===== src/rtl/csi2_data_types_pkg.sv =====
// Shared CSI-2 data-type codes, header layout and payload extractor FSM states.
package csi2_data_types_pkg;

  localparam logic [5:0] FRAME_START = 6'h00;
  localparam logic [5:0] FRAME_END   = 6'h01;
  localparam logic [5:0] LINE_START  = 6'h02;
  localparam logic [5:0] LINE_END    = 6'h03;
  localparam logic [5:0] RAW8        = 6'h2A;
  localparam logic [5:0] RAW10       = 6'h2B;
  localparam logic [5:0] RAW12       = 6'h2C;

  localparam logic [15:0] CRC_POLY = 16'h8408;
  localparam logic [15:0] CRC_INIT = 16'hFFFF;

  typedef struct packed {
    logic [7:0]  ecc;
    logic [15:0] wc;
    logic [1:0]  vc;
    logic [5:0]  dt;
  } csi2_header_t;

  typedef enum logic [1:0] {
    ST_HDR,
    ST_PAYLOAD,
    ST_DROP
  } state_t;

endpackage


===== src/rtl/axi4_stream_if.sv =====
// 32-bit AXI4-Stream bundle used for both the packet input and the pixel output.
interface axi4_stream_if;
  logic [31:0] tdata;
  logic [3:0]  tstrb;
  logic [3:0]  tkeep;
  logic        tlast;
  logic        tvalid;
  logic        tready;
  logic [0:0]  tuser;

  modport master (output tdata, tstrb, tkeep, tlast, tvalid, tuser, input tready);
  modport slave  (input tdata, tstrb, tkeep, tlast, tvalid, tuser, output tready);
endinterface


===== src/rtl/csi2_crc16.sv =====
// CSI-2 CRC-16 update over up to four bytes of a beat, lowest byte first.
module csi2_crc16
  import csi2_data_types_pkg::*;
(
  input  logic [15:0] crc_i,
  input  logic [31:0] data_i,
  input  logic [3:0]  byte_en_i,
  output logic [15:0] crc_o
);

  logic [15:0] c;

  always_comb begin
    c = crc_i;
    for (int b = 0; b < 4; b++) begin
      if (byte_en_i[b]) begin
        c = c ^ {8'h00, data_i[8*b +: 8]};
        for (int k = 0; k < 8; k++) begin
          c = c[0] ? ((c >> 1) ^ CRC_POLY) : (c >> 1);
        end
      end
    end
    crc_o = c;
  end

endmodule


===== src/rtl/csi2_payload_extractor.sv =====
// Strips CSI-2 headers and CRC footers, checks payload CRC and emits pixel beats
// with start-of-frame (tuser) and end-of-line (tlast) markers.
module csi2_payload_extractor
  import csi2_data_types_pkg::*;
#(
  parameter logic [5:0] ACCEPT_DT = RAW10,
  parameter bit         CHECK_CRC = 1'b1
) (
  input  logic         clk_i,
  input  logic         rst_i,
  axi4_stream_if.slave  pkt_i,
  axi4_stream_if.master video_o,
  output logic         frame_active_o,
  output logic [15:0]  line_cnt_o,
  output logic         crc_err_o,
  output logic         len_err_o
);

  state_t       state, state_next;
  csi2_header_t hdr;
  logic [15:0]  bytes_left, bytes_left_nx;
  logic [15:0]  crc_reg, crc_calc;
  logic [15:0]  crc_rx, crc_rx_nx;
  logic [1:0]   crc_cnt, crc_cnt_nx;
  logic [15:0]  line_count;
  logic         sof_pending;
  logic [2:0]   n_data;
  logic [3:0]   data_en;
  logic         hdr_beat, pay_beat, beat_out, out_last, short_pkt, crc_bad;
  logic         unused_ok;

  assign pkt_i.tready = 1'b1;
  assign hdr          = csi2_header_t'(pkt_i.tdata);
  assign hdr_beat     = pkt_i.tvalid && (state == ST_HDR);
  assign pay_beat     = pkt_i.tvalid && (state == ST_PAYLOAD);
  assign unused_ok    = ^{pkt_i.tstrb, pkt_i.tkeep, pkt_i.tuser, video_o.tready, hdr.ecc, hdr.vc};

  csi2_crc16 u_crc (
    .crc_i     (crc_reg),
    .data_i    (pkt_i.tdata),
    .byte_en_i (data_en),
    .crc_o     (crc_calc)
  );

  always_ff @(posedge clk_i) begin
    if (rst_i) state <= ST_HDR;
    else       state <= state_next;
  end

  always_comb begin
    state_next = state;
    if (pkt_i.tvalid) begin
      case (state)
        ST_HDR: begin
          if (!pkt_i.tlast) state_next = (hdr.dt == ACCEPT_DT) ? ST_PAYLOAD : ST_DROP;
        end
        ST_PAYLOAD, ST_DROP: begin
          if (pkt_i.tlast) state_next = ST_HDR;
        end
        default: state_next = ST_HDR;
      endcase
    end
  end

  // Lanes past the remaining word count carry the CRC footer, low byte first.
  always_comb begin
    n_data     = (bytes_left > 16'd4) ? 3'd4 : bytes_left[2:0];
    data_en    = '0;
    crc_rx_nx  = crc_rx;
    crc_cnt_nx = crc_cnt;
    for (int i = 0; i < 4; i++) begin
      if (3'(i) < n_data) begin
        data_en[i] = 1'b1;
      end else begin
        if (crc_cnt_nx == 2'd0)      crc_rx_nx[7:0]  = pkt_i.tdata[8*i +: 8];
        else if (crc_cnt_nx == 2'd1) crc_rx_nx[15:8] = pkt_i.tdata[8*i +: 8];
        if (crc_cnt_nx != 2'd2) crc_cnt_nx = crc_cnt_nx + 2'd1;
      end
    end
    bytes_left_nx = bytes_left - 16'(n_data);
    short_pkt     = (bytes_left_nx != 16'd0) || (crc_cnt_nx != 2'd2);
    beat_out      = pay_beat && (n_data != 3'd0);
    out_last      = (bytes_left_nx == 16'd0) || (pkt_i.tlast && short_pkt);
    crc_bad       = CHECK_CRC && !short_pkt && (crc_calc != crc_rx_nx);
  end

  always_ff @(posedge clk_i) begin
    if (rst_i) begin
      video_o.tvalid <= 1'b0;
      video_o.tlast  <= 1'b0;
      video_o.tuser  <= 1'b0;
      video_o.tkeep  <= '0;
      video_o.tstrb  <= '0;
      video_o.tdata  <= '0;
      frame_active_o <= 1'b0;
      line_cnt_o     <= '0;
      crc_err_o      <= 1'b0;
      len_err_o      <= 1'b0;
      sof_pending    <= 1'b0;
      line_count     <= '0;
      bytes_left     <= '0;
      crc_reg        <= CRC_INIT;
      crc_rx         <= '0;
      crc_cnt        <= '0;
    end else begin
      video_o.tvalid <= beat_out;
      video_o.tlast  <= beat_out && out_last;
      video_o.tuser  <= beat_out && sof_pending;
      crc_err_o      <= pay_beat && pkt_i.tlast && crc_bad;
      len_err_o      <= pay_beat && pkt_i.tlast && short_pkt;
      if (beat_out) begin
        video_o.tdata <= pkt_i.tdata;
        video_o.tkeep <= data_en;
        video_o.tstrb <= data_en;
        sof_pending   <= 1'b0;
      end
      if (hdr_beat) begin
        if (pkt_i.tlast) begin
          if (hdr.dt == FRAME_START) begin
            frame_active_o <= 1'b1;
            sof_pending    <= 1'b1;
            line_count     <= '0;
          end else if (hdr.dt == FRAME_END) begin
            frame_active_o <= 1'b0;
            line_cnt_o     <= line_count;
          end
        end else begin
          bytes_left <= hdr.wc;
          crc_reg    <= CRC_INIT;
          crc_rx     <= '0;
          crc_cnt    <= '0;
        end
      end
      if (pay_beat) begin
        bytes_left <= bytes_left_nx;
        crc_reg    <= crc_calc;
        crc_rx     <= crc_rx_nx;
        crc_cnt    <= crc_cnt_nx;
        if (pkt_i.tlast) line_count <= line_count + 16'd1;
      end
    end
  end

endmodule


===== src/flat_wrapper.sv =====
// flat-port wrapper written by rule: the top's interface ports become plain ports
module csi2_payload_extractor_flat import csi2_data_types_pkg::*;
#(
  parameter logic [5:0] ACCEPT_DT = RAW10,
  parameter bit         CHECK_CRC = 1'b1
)
  (clk_i, rst_i, frame_active_o, line_cnt_o, crc_err_o, len_err_o, pkt_i_tdata, pkt_i_tstrb, pkt_i_tkeep, pkt_i_tlast, pkt_i_tvalid, pkt_i_tuser, pkt_i_tready, video_o_tdata, video_o_tstrb, video_o_tkeep, video_o_tlast, video_o_tvalid, video_o_tuser, video_o_tready);
  axi4_stream_if pkt_i_i ();
  axi4_stream_if video_o_i ();
  input  logic clk_i;
  input  logic rst_i;
  output logic frame_active_o;
  output logic [15:0] line_cnt_o;
  output logic crc_err_o;
  output logic len_err_o;
  input wire logic [$bits(pkt_i_i.tdata)-1:0] pkt_i_tdata;
  input wire logic [$bits(pkt_i_i.tstrb)-1:0] pkt_i_tstrb;
  input wire logic [$bits(pkt_i_i.tkeep)-1:0] pkt_i_tkeep;
  input wire logic [$bits(pkt_i_i.tlast)-1:0] pkt_i_tlast;
  input wire logic [$bits(pkt_i_i.tvalid)-1:0] pkt_i_tvalid;
  input wire logic [$bits(pkt_i_i.tuser)-1:0] pkt_i_tuser;
  output wire logic [$bits(pkt_i_i.tready)-1:0] pkt_i_tready;
  output wire logic [$bits(video_o_i.tdata)-1:0] video_o_tdata;
  output wire logic [$bits(video_o_i.tstrb)-1:0] video_o_tstrb;
  output wire logic [$bits(video_o_i.tkeep)-1:0] video_o_tkeep;
  output wire logic [$bits(video_o_i.tlast)-1:0] video_o_tlast;
  output wire logic [$bits(video_o_i.tvalid)-1:0] video_o_tvalid;
  output wire logic [$bits(video_o_i.tuser)-1:0] video_o_tuser;
  input wire logic [$bits(video_o_i.tready)-1:0] video_o_tready;
  assign pkt_i_i.tdata = pkt_i_tdata;
  assign pkt_i_i.tstrb = pkt_i_tstrb;
  assign pkt_i_i.tkeep = pkt_i_tkeep;
  assign pkt_i_i.tlast = pkt_i_tlast;
  assign pkt_i_i.tvalid = pkt_i_tvalid;
  assign pkt_i_i.tuser = pkt_i_tuser;
  assign pkt_i_tready = pkt_i_i.tready;
  assign video_o_tdata = video_o_i.tdata;
  assign video_o_tstrb = video_o_i.tstrb;
  assign video_o_tkeep = video_o_i.tkeep;
  assign video_o_tlast = video_o_i.tlast;
  assign video_o_tvalid = video_o_i.tvalid;
  assign video_o_tuser = video_o_i.tuser;
  assign video_o_i.tready = video_o_tready;
  csi2_payload_extractor #(.ACCEPT_DT(ACCEPT_DT), .CHECK_CRC(CHECK_CRC)) u_core (.clk_i(clk_i), .rst_i(rst_i), .pkt_i(pkt_i_i), .video_o(video_o_i), .frame_active_o(frame_active_o), .line_cnt_o(line_cnt_o), .crc_err_o(crc_err_o), .len_err_o(len_err_o));
endmodule

===== config.mk =====
export PLATFORM = sky130hd
export DESIGN_NAME = csi2_payload_extractor_flat
export DESIGN_NICKNAME = d
export VERILOG_FILES = /design/src/rtl/csi2_data_types_pkg.sv /design/src/rtl/axi4_stream_if.sv /design/src/rtl/csi2_crc16.sv /design/src/rtl/csi2_payload_extractor.sv /design/src/flat_wrapper.sv
export SDC_FILE = /design/constraint.sdc
export NUM_CORES = 1
export LEC_CHECK = 0
export CORE_MARGIN = 10
export CORE_UTILIZATION = 45
export CTS_CLUSTER_SIZE = 20
export DETAILED_ROUTE_END_ITERATION = 16
export MAX_ROUTING_LAYER = met4
export PLACE_DENSITY = 0.68
export SLEW_MARGIN = 0
export SYNTH_ARGS = -nofsm -noshare
export SYNTH_HDL_FRONTEND = slang
export SYNTH_HIERARCHICAL = 1
export SYNTH_SLANG_ARGS = --single-unit
export TNS_END_PERCENT = 100

===== constraint.sdc =====
create_clock -name clk_i -period 9.2 [get_ports clk_i]
set_input_delay 0.92 -clock clk_i [delete_from_list [all_inputs] [get_ports clk_i]]
set_output_delay 0.92 -clock clk_i [all_outputs]
set_load 0.02 [all_outputs]

; After elaboration in Yosys (flattened, before gate mapping)
; Index checks and enable logic that the tools add are counted.
; W data, S select, Z words.
[op_classes]
n_addsub = 6
muxes = 92
n_reduce_logical = 29
n_bitwise = 37
eq_ne = 17
n_lt_le_gt_ge = 5
[ops]
columns = op, count
row1 = $mux W16, 54
row2 = $mux W8, 12
row3 = $not A2 Y3, 32
row4 = $xor A16 B8 Y16, 4
row5 = $mux W2, 14
row6 = $add A16 B1 Y16 const B, 1
row7 = $gt A16 B3 Y1 const B, 1
row8 = $logic_not A16 Y1, 1
row9 = $ne A16 B16 Y1, 1
row10 = $reduce_bool A16 Y1, 1
row11 = $sub A16 B3 Y16, 1
row12 = $ne A2 B2 Y1 const B, 7
row13 = $eq A2 B1 Y1 const B, 5
row14 = $logic_and A1 B1 Y1, 10
row15 = $logic_not A2 Y1, 5
row16 = $mux W1, 10
row17 = $add A2 B1 Y2 const B, 4
row18 = $eq A6 B1 Y1 const B, 1
row19 = $eq A6 B6 Y1 const B, 1
row20 = $logic_not A6 Y1, 1
row21 = $lt A1 B3 Y1 const A, 2
row22 = $lt A2 B3 Y1 const A, 2
row23 = $reduce_and A3 Y1, 2
row24 = $pmux W2 S2, 1
row25 = 11 further kinds, 13
[totals]
ff_bits = 127
out_inout_bits = 63
elab_cells = 202
in_bits = 46

; Logic depth before layout (Yosys ltp)
[depth]
word_depth = 75
ltp_mapped = 27
ltp_nobuf = 22

; Modules after synthesis
; Netlist, hierarchy kept.
[by_module_without_submodules]
columns = module, cells_each, n_inst, area_each_um2
row1 = csi2_payload_extractor, 939, 1, 7198.2
row2 = csi2_crc16, 296, 1, 2518.7

; Least setup slack after synthesis
; No wires, ideal clock.
[synth_path]
kind = flip-flop to flip-flop
from = register u_core.bytes_left[7]
to = register u_core.crc_err_o
slack_ps = 3453
required_time_ps = 9069
path_stages_with_launch = 27
arrival_time_ps = 5616
synth_period_minus_slack_ps = 5747
path_cell_list = dfxtp_1 buf_6 nor4_4 and4_1 buf_2 buf_2 buf_2 nand2_1 buf_4 mux2i_1 xor2_1 xor3_1 or3_1 nand4_1 mux2i_1 xnor2_2 xor2_1 xnor2_1 xnor2_1 a21oi_1 nor2_1 a32oi_1 a31oi_1 a2111oi_4 o2111ai_1 nor4_1 a31oi_1
[synth_lines]
columns = item, line
row1 = from (decl), csi2_payload_extractor.sv:21  ; logic [15:0] bytes_left, bytes_left_nx;
row2 = from (signal assigned), csi2_payload_extractor.sv:128  ; bytes_left <= hdr.wc;
row3 = from (signal assigned), csi2_payload_extractor.sv:135  ; bytes_left <= bytes_left_nx;
row4 = $gt A16 B3 Y1 (*), csi2_payload_extractor.sv:67  ; n_data = (bytes_left > 16'd4) ? 3'd4 : bytes_left[2:0];
row5 = $mux W3 (*), csi2_payload_extractor.sv:67
row6 = $lt A1 B3 Y1 (*), csi2_payload_extractor.sv:72  ; if (3'(i) < n_data) begin
row7 = $mux W1 (*), csi2_payload_extractor.sv:72
row8 = via u_core.data_en[0], csi2_payload_extractor.sv:28  ; logic [3:0] data_en;
row9 = $mux W16 (*), csi2_crc16.sv:16  ; if (byte_en_i[b]) begin
row10 = $xor A16 B8 Y16, csi2_crc16.sv:17  ; c = c ^ {8'h00, data_i[8*b +: 8]};
row11 = $mux W16, csi2_crc16.sv:19  ; c = c[0] ? ((c >> 1) ^ CRC_POLY) : (c >> 1);
row12 = [... 23 more ...], --
row13 = $mux W16 (3 in a row), csi2_crc16.sv:19
row14 = $not A2 Y3 (no source line) or $mux W16 (tied branches), --
row15 = $mux W16 (3 in a row), csi2_crc16.sv:19
row16 = $mux W16 (*), csi2_crc16.sv:16
row17 = via u_core.crc_calc[1], csi2_payload_extractor.sv:22  ; logic [15:0] crc_reg, crc_calc;
row18 = $ne A16 B16 Y1 (*), csi2_payload_extractor.sv:84  ; crc_bad = CHECK_CRC && !short_pkt && (crc_calc != crc_rx_nx);
row19 = $logic_and A1 B1 Y1 (*), csi2_payload_extractor.sv:84
row20 = $logic_and A1 B1 Y1 (*), csi2_payload_extractor.sv:109  ; crc_err_o <= pay_beat && pkt_i.tlast && crc_bad;
row21 = to (signal assigned), csi2_payload_extractor.sv:109
row22 = to (decl), csi2_payload_extractor.sv:15  ; output logic crc_err_o,
; Mark *: on every way through the listed nets, which the timed path passes. The rest lies on a longest branch.
; A chain may end at the register's enable or synchronous reset.

; Final worst setup path
[layout_path]
from = register u_core.bytes_left[2]
to = register u_core.crc_err_o
[layout_lines]
columns = item, line
row1 = $gt A16 B3 Y1, csi2_payload_extractor.sv:67
row2 = $mux W3 (*), csi2_payload_extractor.sv:67
row3 = $lt A1 B3 Y1 (*), csi2_payload_extractor.sv:72
row4 = $mux W1 (*), csi2_payload_extractor.sv:72
row5 = via u_core.data_en[0], csi2_payload_extractor.sv:28
row6 = $mux W16 (*), csi2_crc16.sv:16
row7 = $xor A16 B8 Y16, csi2_crc16.sv:17
row8 = $mux W16, csi2_crc16.sv:19
row9 = [... 23 more ...], --
row10 = $mux W16 (3 in a row), csi2_crc16.sv:19
row11 = $not A2 Y3 (no source line) or $mux W16 (tied branches), --
row12 = $mux W16 (3 in a row), csi2_crc16.sv:19
row13 = $mux W16 (*), csi2_crc16.sv:16
row14 = via u_core.crc_calc[1], csi2_payload_extractor.sv:22
row15 = $ne A16 B16 Y1 (*), csi2_payload_extractor.sv:84
row16 = $logic_and A1 B1 Y1 (*), csi2_payload_extractor.sv:84
row17 = $logic_and A1 B1 Y1 (*), csi2_payload_extractor.sv:109
; Marks and branches as above.

==> results.json <==
{
  "initial_core_util": 0.459,
  "fin_skew_ns": 0.0131,
  "crit_path_max_fanout": 33,
  "cp.required_ns": 9.50,
  "synth_top_family_by_area": "simple AND/OR/NAND/NOR gates",
  "die_w_um": 167,
  "grt_pass1_vias": 8545,
  "wl_met1_um": 15300,
  "fin_tns_setup_ns": 0,
  "cts_buffers": 17,
  "cts_tree": "yes",
  "async_flop_share": 0,
  "worstPathArrival_ns": 7.21,
  "yosysTopAreaCellShare": 0.262,
  "num_vias": 9428,
  "worst_slew_pin_slew_ns": 1.12,
  "nets": 1337,
  "pre_cts_slack_ns": 2.25,
  "r2r-end": "u_core/crc_err_o",
  "fp.dieH_um": 167,
  "synth_compound_area_frac": 0.202,
  "numPortBuffers": 97,
  "finalCriticalPeriod_ns": 6.91,
  "syn_area_um2": 9720,
  "peakVddDrop_v": 0.000217,
  "rows": 53,
  "crit_chain": "nor4_1, and4_1, buf_4, nand2_1, buf_4, inv_1, nor2_1, xor3_1, or3_1, nand4_1, mux2i_1, xnor2_2, xor2_1, xnor2_1, xnor2_1, a21oi_1, nor2_1, a32oi_1, a31oi_1, a2111oi_4, o2111ai_1, nor4_1, a31oi_1",
  "ff2ff_setup_slack_ns": 2.29,
  "synth.mux.area_fraction": 0.0639,
  "clockBufferDepth": 2,
  "slew_viol_final": 0,
  "synth-edff-count": 0,
  "die-area_um2": 27900,
  "leakage_nw": 4.17,
  "ioPinCount": 109,
  "top_layer_used": "met4",
  "critical-path-top-delay-family": "simple AND/OR/NAND/NOR gates",
  "synth_ff_type": "dfxtp_1",
  "setup_violations": 0,
  "hold_violations": 0,
  "drtPass1Iterations": 6,
  "antenna_found_initial": 0,
  "crit_type": "reg -> reg",
  "r2r-start": "u_core/bytes_left[2]",
  "grt_pass1_wl_um": 51200,
  "clkTransAtPathRegs_ns": 0.06,
  "max_stage_delay_ns": 0.51,
  "status": "completed",
  "hold_depth": 2,
  "drc_errors": 0,
  "p_per_area_nw_per_um2": 286,
  "met2_length_um": 14600,
  "postCtsHoldBufs": 0,
  "rsz0062_at_grt": "no",
  "totalWireLength_um": 33500,
  "yosysTopAreaCell": "dfxtp_1",
  "reg2regPathDepth": 23,
  "track_usage": 0.235,
  "regMostFlops": "u_core/video_o.tdata",
  "yosysSeqAreaShare": 0.262,
  "avgSynthCellArea_um2": 7.87,
  "whs_endpoint": "u_core/video_o.tdata[31]",
  "drtIter0Drc": 1050,
  "synth-simple-area-share": 0.246,
  "wl_per_cell_um": 21.4,
  "insertion_delay_ns": 0.43,
  "largest_reg_flops": 32,
  "finalWorstSetupSlack_ns": 2.29,
  "cts.sink_count": 127,
  "via_per_inst": 6.02,
  "min_from": "u_core/video_o.tdata[31]",
  "cts_resized": 0,
  "cp-start-kind": "register",
  "design.core.area_um2": 21200,
  "dr_wl_met3_um": 2710,
  "critPathCaptureType": "register",
  "dp_hpwl_um": 23700,
  "cts_setup_buffers": 0,
  "hold_class": "reg -> reg",
  "diodes": 0,
  "final_antenna_net_count": 0,
  "grt_max_degree": 68,
  "synthAdderAreaFrac": 0.0167,
  "synth_xor_area_frac": 0.160,
  "synthDistinctLibCells": 93,
  "place_congestion": 0.954,
  "synth_area_leaders": "dfxtp_1 26%, nand2_1 6.6%, a21oi_1 5.8%",
  "cp_slowest_cell": "a21oi_1",
  "synth_cells": 1235,
  "maxSlewHeadroom": 0.252,
  "ys_ff_latch": 127,
  "syn_to_final_growth_pct": 16.4,
  "drv_cap": 0,
  "grt-ovfl-total": 0,
  "cts_htree_levels": 4,
  "path_buf_inv": 3,
  "drive_above_1_share": 0.0860,
  "fmax_mhz": 145,
  "period_share": 0.751,
  "yosysWarnings": 6,
  "cts-root-buf": "clkbuf_16"
}
cells in the final DEF, fill, tap and decap left out, types with 14 or more instances in the layout:
master           synthesis  layout
nor2_1                 128     128
mux2i_1                 44      44
nand2_1                170     170
dfxtp_1                127     127
a21oi_1                113     112
inv_1                   14      14
xor2_1                  40      40
xnor2_1                 61      61
o21ai_0                 56      56
clkdlybuf4s50_1          0      96
nand3_1                 49      49
nand3b_1                16      16
nor3_1                  26      26
clkbuf_16                0      17
nand2b_1                24      24
tightest hold or removal path, cell delays in order (launching register included):
cell     delay, ns
dfxtp_1       0.31
nand2_1       0.05
a21oi_1       0.05
layer usage:
layer  vias up  track usage
li1       4461            -
met2       457        0.344
met4         0       0.0733
met5         -            -
met3        52       0.0365
met1      4458        0.324
area by class of cell:
type                    instances  area, um^2
fillers                      2028        9840
multi-input cells            1006        6700
flip-flops and latches        127        2540
repair buffers                109        1060
clock buffers                  17         425
well taps                     275         344
clock inverters                15         170
inverters                      17        71.3
synth_stat cells (all sizes together), types with 7 or more instances:
library cell    n
nand3b         16
nand3          49
mux2i          46
nand2b         24
o21a            7
o21ai          60
o32ai           9
a31oi          14
buf            29
or3             8
nor3           26
and2            8
nor4           10
a21oi         116
a21o            7
dfxtp         127
inv            16
xnor3          12
xor2           42
nand4           9
and3           14
o21bai          7
a22oi           9
xor3           10
nand2         172
clkbuf         57
nor2          129
a31o           10
mux2           12
ha             13
xnor2          68
o211ai         12
metrics by stage:
| stage | hold slack, ns | util | area [um^2] | std cells | power, mW |
|---|---|---|---|---|---|
| 4_1_cts | 0.455 | 0.535 | 11300 | 1566 | 3.20 |
| 6_report | 0.454 | 0.535 | 11300 | 1566 | 3.24 |
| 5_1_grt | 0.473 | 0.535 | 11300 | 1566 | 3.40 |
| 3_3_place_gp | 0.440 | 0.507 | 10700 | 1534 | 2.49 |
| 2_1_floorplan | 0.428 | - | 9720 | 1236 | 2.07 |
| 3_5_place_dp | 0.445 | 0.507 | 10700 | 1534 | 2.50 |
how the worst max path moves through the flow:
stage	startpoint	to	slack [ns]	depth (start not counted)
floorplan	u_core/bytes_left[7]	u_core/crc_err_o	3.45	26
global placement	pkt_i_tdata[3]	u_core/crc_err_o	2.26	20
detailed placement	pkt_i_tdata[3]	u_core/crc_err_o	2.25	20
CTS	u_core/bytes_left[2]	u_core/crc_err_o	2.46	23
global route	u_core/bytes_left[2]	u_core/crc_err_o	1.86	23
finish	u_core/bytes_left[2]	u_core/crc_err_o	2.29	23
cells by family (layout without fill, tap and decap cells):
family                     Yosys count  in the layout
and+or+nand+nor                    496            496
AOI/OAI and AO/OA                  305            305
xor gates and xnor gates           132            132
DFF                                127            127
buffers and inverters              103            158
muxes                               58             58
adders and majority gates           13             13
other                                1              2
power by group:
| part | switching (mW) | leakage [nW] | internal (mW) | total [mW] |
|---|---|---|---|---|
| combinational | 1.13 | 2.86 | 0.856 | 1.99 |
| sequential | 0.00901 | 1.03 | 0.554 | 0.563 |
| clock | 0.299 | 0.287 | 0.386 | 0.685 |
| total | 1.44 | 4.17 | 1.80 | 3.24 |
Note: power is estimated with default switching activity, not from simulation.
